### src/rtl/sat_counter.sv
// Purpose: up-counter that sticks at all-ones instead of wrapping.
// Latency: count reflects an increment request one clk after it is asserted.
// Backpressure: none; increments requested at saturation are dropped.
//
// Ports: clk, i_rst (sync, active-high), i_inc (increment request), o_count (current value).
module sat_counter #(
    parameter int WIDTH = 32
) (
    input  logic             clk,
    input  logic             i_rst,
    input  logic             i_inc,
    output logic [WIDTH-1:0] o_count
);

    always_ff @(posedge clk) begin
        if (i_rst) begin
            o_count <= '0;
        end else if (i_inc && !(&o_count)) begin
            o_count <= o_count + WIDTH'(1);
        end
    end

endmodule

### config.mk
export PLATFORM = sky130hd
export DESIGN_NAME = sat_counter
export DESIGN_NICKNAME = d
export VERILOG_FILES = /design/src/rtl/sat_counter.sv
export SDC_FILE = /design/constraint.sdc
export NUM_CORES = 1
export LEC_CHECK = 0
export ABC_AREA = 1
export CAP_MARGIN = 10
export CORE_UTILIZATION = 45
export CTS_BUF_LIST = sky130_fd_sc_hd__clkbuf_8
export CTS_CLUSTER_SIZE = 14
export DETAILED_ROUTE_END_ITERATION = 6
export HOLD_SLACK_MARGIN = 0.08
export PLACE_DENSITY_LB_ADDON = 0.15
export SLEW_MARGIN = 40
export SYNTH_ARGS = -nofsm -noshare
export SYNTH_HDL_FRONTEND = slang
export SYNTH_SLANG_ARGS = --single-unit
### constraint.sdc
create_clock -name clk -period 1.7 [get_ports clk]
set_input_delay 0.255 -clock clk [delete_from_list [all_inputs] [get_ports clk]]
set_output_delay 0.255 -clock clk [all_outputs]
set_load 0.05 [all_outputs]
### Yosys cells after proc, flatten, opt, wreduce, memory -nomap -nowiden

Index checks and enable logic that the tools add are counted.

* bits in registers: 32
* bits of input ports: 3
* output and inout port bits: 32
* word-level logic and storage cells: 5

* $add $sub $neg: 1
* reduce and logical (&&, ||, !) cells: 3

Operators by type and width (number)
* $add 32x1->32 const B: 1
* $reduce_and 32->1: 1
* $logic_and 1x1->1: 1
* $logic_not 1->1: 1

### Depth between registers and ports, before layout

Gate-level depths: netlist (run 1).

* depth in word-level cells: 3
* mapped depth: 11

### Least setup slack after synthesis (run 1)

OpenSTA, ideal clock, no wires.

* path kind: register to register
* start: register o_count[0]
* end: register o_count[0]
* library setup time: 0.117 ns
* arrival: 1.893 ns
* data required time: 1.583 ns
* setup slack: -0.311 ns
* stages on the path, launching flop included: 11
* buffers on the path: 2
* clock period less this slack: 2.011 ns
* cells stage by stage: dfxtp_1 ha_1 nand2_1 nor2_4 nand2_4 nor2_1 nand2_1 buf_6 buf_6 a21oi_1 nor2_1

* word-level cells in the longest chain between the ends: 3

Ends and longest elaborated chain
* start, declared: RTL line 12 `output logic [WIDTH-1:0] o_count`
* start signal, assigned: RTL line 19 `o_count <= o_count + WIDTH'(1);`
* parallel branches: the longest is 3 deep, another holds $add 32x1->32

Parallel ways; which one is timed is not known.
A chain may end at the register's enable or synchronous reset.

### Worst setup path in the final report (run 1)

* start: register o_count[0]
* end: register o_count[12]

The elaborated chain is that of the path after synthesis.

==> flow_metrics.tcl, run 1 <==
set metrics [dict create \
    ant_nets 0 \
    synth_compound_area_share_pct 6.75 \
    fin_cells 430 \
    hp-class "reg2reg" \
    period_minus_slack_ns 1.64 \
    rr_startpoint "o_count[0]$_SDFFE_PP0P_" \
    design.portCount 35 \
    clock_latency_ns 0.29 \
    top_register "o_count" \
    initial_utilization_pct 48.2 \
    ys_seq_area_share_pct 32.3 \
    yosys_warnings 0 \
    grt_pass1_wl_mm 8.91 \
    status "completed" \
    first_global_vias 1973 \
    area_growth_pct 33.5 \
    synth_cell_types 23 \
    hp-start "o_count[22]$_SDFFE_PP0P_" \
    portBuffers 34 \
    clock_path_buffers 2 \
    p_per_area_nw_per_um2 530 \
    die_width_um 68.4 \
    fin_skew_ns 0.00782 \
    power_frac_comb_pct 6.3 \
    vias_per_cell 5.39 \
    htreeDepth 2 \
    crit_arrival_ns 1.82 \
    hold_slack_ns 0.515 \
    numPlacedInstances 416 \
    timing.setup.tns_ns 0 \
    fmax_mhz 611 \
    ys_seq_elements 32 \
    die_h_um 68.4 \
    synthAdderAreaFrac_pct 0.631 \
    reg_top3 "o_count x32" \
    cts_tree "yes" \
    cts-root-buf "clkbuf_8" \
    grt_setup_unrepaired "yes" \
    finalCritPeriodShare_pct 96.2 \
    layout.nets 384 \
    drc 0 \
    regArea_um2 677 \
    antenna_found_initial 0 \
    hpwl_mm 4.23 \
    gp_congestion 0.968 \
    worst_pin_slew_ns 0.333 \
    startpoint "o_count[0]$_SDFFE_PP0P_" \
    slew_viol_final 0 \
    netlist_area_um2 1980 \
    path_class "reg2reg" \
    path_clk_slew_ns 0.07 \
    finalHoldViolCount 0 \
    synth_top_family_by_area "simple AND/OR/NAND/NOR gates" \
    synth.area.mux_share_pct 0 \
    largest_reg_flops 32 \
    grt_overflow 0 \
    start_kind "register" \
    fillCellCount 368 \
    yosys.area_share.simple_pct 52.1 \
    synth_xor_area_share_pct 0.883 \
    clkPwrFrac_pct 39.9 \
    rows 23 \
    cellLeakagePower_uw 0.00115 \
    n_antenna_cell 0 \
    grt_usage_pct 26.0 \
    grt_max_degree 27 \
    seq_power_share_pct 53.8 \
    syn_area_per_cell_um2 6.20 \
    core-area_um2 4120 \
    switchingPower_uw 347 \
    netlist_instances 320 \
    first_iter_violations 184 \
    intPower_uw 1060 \
    end_kind "register" \
    cts_buffers 5 \
    drive_above_1_share_pct 30.0 \
    multi_input_area_um2 1280 \
    swShare_pct 24.7 \
    first_pass_iters 4 \
    slew_headroom_pct 77.7 \
    drt-total-wl_mm 5.91 \
    avgRoutedWirePerCell_um 13.7 \
    p_total_uw 1400 \
    maxCapViolations 0 \
    critPathMaxFanout 14 \
    vias 2317 \
    setup_viol 0 \
    synth_nets 324 \
    hold_buffers 0 \
    die-area_um2 4680 \
    peakVddDrop_mv 0.375 \
    cp.required_ns 1.89 \
    numClockSinks 32 \
]
-- power groups by stage --
stage	clock network [uW]	registers [uW]	logic, uW
global route	597	755	96.6
finish	560	755	89.0
global placement	0	772	87.4
CTS	563	755	88.4
floorplan	0	789	35.6
detailed placement	0	772	88.3
-- worst max-delay path, stage by stage (launching register included) --
cell and delay (ns):
dfxtp_4 0.34, ha_1 0.18, nand2_1 0.11, nor2_4 0.17, nand2_4 0.09, nor2_1 0.13, nand2_2 0.11, buf_6 0.17
nand3_1 0.09, nand2_1 0.06, nand2_1 0.05, nor2_1 0.03
-- layout make-up --
type                            count  share of cell area [%]
Clock buffer                        5                    2.60
Clock inverter                      2                   0.331
Inverter                           21                    3.12
Multi-Input combinational cell    261                    48.4
Sequential cell                    32                    25.6
Tap cell                           50                    2.36
Timing Repair Buffer               59                    17.7
-- kinds of logic (layout without fill, tap and decap cells) --
| group | Yosys count | in the layout |
|---|---|---|
| and+or+nand+nor | 229 | 232 |
| AOI/OAI and AO/OA | 26 | 26 |
| xor gates and xnor gates | 2 | 2 |
| adders and majority gates | 1 | 1 |
| buffers and inverters | 30 | 87 |
| DFF | 32 | 32 |
-- metrics by stage --
step | setup WS (ns) | util, % | area (um2)
after global placement | -0.111 | 59.2 | 2430
after CTS | 0.0162 | 61.1 | 2510
after floorplan | 0.0159 | - | 2020
final | 0.0646 | 64.4 | 2650
after detailed placement | -0.0710 | 59.2 | 2430
after global routing | -0.0272 | 64.4 | 2650
-- cells in the mapped netlist --
library cell | instances | area, um2
nand2_1 | 82 | 308
nor2_1 | 76 | 285
dfxtp_1 | 32 | 641
nand3_1 | 32 | 160
a21oi_1 | 22 | 110
inv_1 | 21 | 78.8
nand4_1 | 12 | 75.1
nor2_2 | 6 | 37.5
nor3_1 | 6 | 30.0
nand3b_1 | 5 | 37.5
buf_6 | 4 | 45.0
nor2_4 | 4 | 45.0
a31oi_1 | 3 | 18.8
clkbuf_1 | 3 | 11.3
nand2_2 | 3 | 18.8
buf_2 | 2 | 10.0
and3_1 | 1 | 6.26
ha_1 | 1 | 12.5
nand2_4 | 1 | 11.3
nand3b_4 | 1 | 20.0
o21ai_0 | 1 | 5.00
xnor2_1 | 1 | 8.76
xor2_1 | 1 | 8.76
-- repair_timing --
item,4_1_cts,5_1_grt
setup buffers,0,4
endpoints found under the setup margin,0,29
resized for setup,0,13
hold endpoints to repair,0,0
-- per-layer routing --
| metal | vias to the layer above | part of all wire [%] | global-route usage, % |
|---|---|---|---|
| met5 | - | 0 | 0 |
| met4 | 0 | 2.7 | 13.3 |
| met3 | 14 | 6.6 | 6.50 |
| met2 | 76 | 45 | 38.5 |
| met1 | 1056 | 45 | 34.5 |
| li1 | 1171 | - | - |
-- path summary, 6_finish.rpt --
| path | endpoint | slack [ns] | depth (start not counted) |
|---|---|---|---|
| hold / removal | o_count[22]$_SDFFE_PP0P_ | 0.51 | 2 |
| setup / recovery | o_count[12]$_SDFFE_PP0P_ | 0.06 | 11 |
| hold reg to reg | o_count[22]$_SDFFE_PP0P_ | 0.51 | 2 |
| setup reg to reg | o_count[12]$_SDFFE_PP0P_ | 0.06 | 11 |
-- placed cells by master (no fill, tap or decap), drive strengths merged --
master          n
xor2            1
o21ai           1
nor2           86
clkinvlp        1
nand3b          9
nand3          32
inv            21
clkinv          1
nor3            6
a31oi           3
buf            57
ha              1
dfxtp          32
nand4          12
clkdlybuf4s50   2
xnor2           1
a21oi          22
nand2          86
clkbuf          5
and3            1
Note: power is estimated with default switching activity, not from simulation.
==> run 2, diff against run 1 <==
--- a/config.mk
+++ b/config.mk
@@ -12,7 +12,7 @@
 export CTS_CLUSTER_SIZE = 14
 export DETAILED_ROUTE_END_ITERATION = 6
 export HOLD_SLACK_MARGIN = 0.08
-export PLACE_DENSITY_LB_ADDON = 0.15
+export PLACE_DENSITY = 0.74
 export SLEW_MARGIN = 40
 export SYNTH_ARGS = -nofsm -noshare
 export SYNTH_HDL_FRONTEND = slang
==> run 2 against run 1 <==
  * Clock skew decreased by 0.0046 ns
  * First-iteration DRC count is 14% higher
  * Sequential share of layout area up 0.84 points
  * Highest routed layer unchanged
  * Non-clock buffer count down 8
  * Die area did not move
==> flow_metrics.tcl, run 2 (synthesized netlist as in run 1, its figures left out) <==
set metrics [dict create \
    core-area_um2 4120 \
    finalCritPeriodShare_pct 93.8 \
    fin_skew_ns 0.00318 \
    n_antenna_cell 0 \
    end_kind "register" \
    setup_viol 0 \
    grt_overflow 0 \
    slowest_stage "dfxtp_4" \
    slew_headroom_pct 77.0 \
    grt_max_degree 27 \
    gp_congestion 1.01 \
    antenna_found_initial 0 \
    critPathMaxFanout 6 \
    first_pass_iters 4 \
    finalHoldViolCount 0 \
    clock_latency_ns 0.29 \
    avgRoutedWirePerCell_um 13.3 \
    path_cells "ha_4 > nand2_2 > nor2_4 > nand2_4 > nor2_4 > nand3b_2 > nand3b_1 > nand2_1 > nor2_1" \
    design.portCount 35 \
    numPlacedInstances 411 \
    p_per_area_nw_per_um2 565 \
    numClockSinks 32 \
    hpwl_mm 4.12 \
    die-area_um2 4680 \
    start_kind "register" \
    die_width_um 68.4 \
    crit_arrival_ns 1.82 \
    cts-root-buf "clkbuf_8" \
    timing.setup.tns_ns 0 \
    cts_tree "yes" \
    grt_setup_unrepaired "no" \
    peakVddDrop_mv 0.409 \
    die_h_um 68.4 \
    htreeDepth 2 \
    drt-total-wl_mm 5.61 \
    layout_commonest_cell "nand2_1" \
    grt_pass1_wl_mm 8.78 \
    layout.nets 375 \
    cp_common_cell "nor2_4" \
    path_clk_slew_ns 0.07 \
    worst_pin_slew_ns 0.343 \
    maxCapViolations 0 \
    final_core_util_pct 62.3 \
    slowest_delay_ns 0.38 \
    slew_viol_final 0 \
    status "completed" \
    fin_cells 422 \
    largest_reg_flops 32 \
    initial_utilization_pct 48.2 \
    cp.required_ns 1.92 \
    first_iter_violations 210 \
    fillCellCount 386 \
    vias 2245 \
    final_cell_mix "nand2_1, nor2_1, buf_4" \
    vias_per_cell 5.32 \
    hold_buffers 0 \
    ant_nets 0 \
    grt_usage_pct 25.8 \
    clock_path_buffers 2 \
    area_growth_pct 29.3 \
    reg_top3 "o_count x32" \
    portBuffers 34 \
    period_minus_slack_ns 1.59 \
    fmax_mhz 627 \
    drc 0 \
    top_register "o_count" \
    drive_above_1_share_pct 27.7 \
    cts_buffers 5 \
    hp-class "reg2reg" \
    first_global_vias 1860 \
    path_class "reg2reg" \
    cellLeakagePower_uw 0.00108 \
    rows 23 \
]
-- run 2: cell types whose count changed in the layout (fill, tap and decap cells not counted), moves of 2 or more --
| cell | previous run | this run |
|---|---|---|
| buf_6 | 2 | 0 |
| buf_4 | 54 | 48 |
| nand3b_4 | 4 | 2 |
| inv_1 | 21 | 23 |
-- run 2: through the flow --
step                      hold slack [ns]  cell area [um2]  setup slack (ns)  power [uW]
after floorplan                     0.314             2020            0.0159         824
after global placement              0.494             2410           0.00324         854
after detailed placement            0.497             2410            0.0314         855
after CTS                           0.512             2500           0.00886        1450
after global routing                0.545             2560           0.00933        1500
final                               0.511             2560             0.105        1450
-- run 2: per-layer routing --
layer	up-vias	wire [um]	GRT usage, %
met2	76	2600	40.9
li1	1145	-	-
met3	6	358	6.00
met1	1018	2590	34.0
met4	0	61	8.59
met5	-	0	0
-- run 2: cell type report --
cell class	instances	area, um2	area share [%]
inverter	21	78.8	3.07
multi-input combinational	260	1260	49.0
timing repair buffer	51	400	15.6
tap	50	62.6	2.44
clock inverter	2	7.51	0.293
sequential	32	677	26.4
clock buffer	6	82.6	3.22
-- run 2: report_power, final --
part | switching (uW) | internal (uW)
Sequential | 5.55 | 753
Clock | 291 | 318
Combinational | 52.2 | 30.7
-- run 2: final timing paths --
path / start / to / slack [ns] / cells after the start
max: o_count[1]$_SDFFE_PP0P_ / o_count[10]$_SDFFE_PP0P_ / 0.11 / 9
min: o_count[22]$_SDFFE_PP0P_ / o_count[22]$_SDFFE_PP0P_ / 0.51 / 2
max reg2reg: o_count[1]$_SDFFE_PP0P_ / o_count[10]$_SDFFE_PP0P_ / 0.11 / 9
min reg2reg: o_count[22]$_SDFFE_PP0P_ / o_count[22]$_SDFFE_PP0P_ / 0.51 / 2
-- run 2: worst max-delay path, delay by kind of cell (launching register included) --
family | cells | cell delay [ns]
adder cells (fa/ha/maj) | 1 | 0.14
flip-flops | 1 | 0.38
AND/OR/NAND/NOR | 8 | 1.02
-- run 2: timing repair --
action                                  4_1_cts  5_1_grt
endpoints found under the setup margin        0       32
hold endpoints to repair                      0        0
buffers inserted                              0        1
resized for setup                             0        8
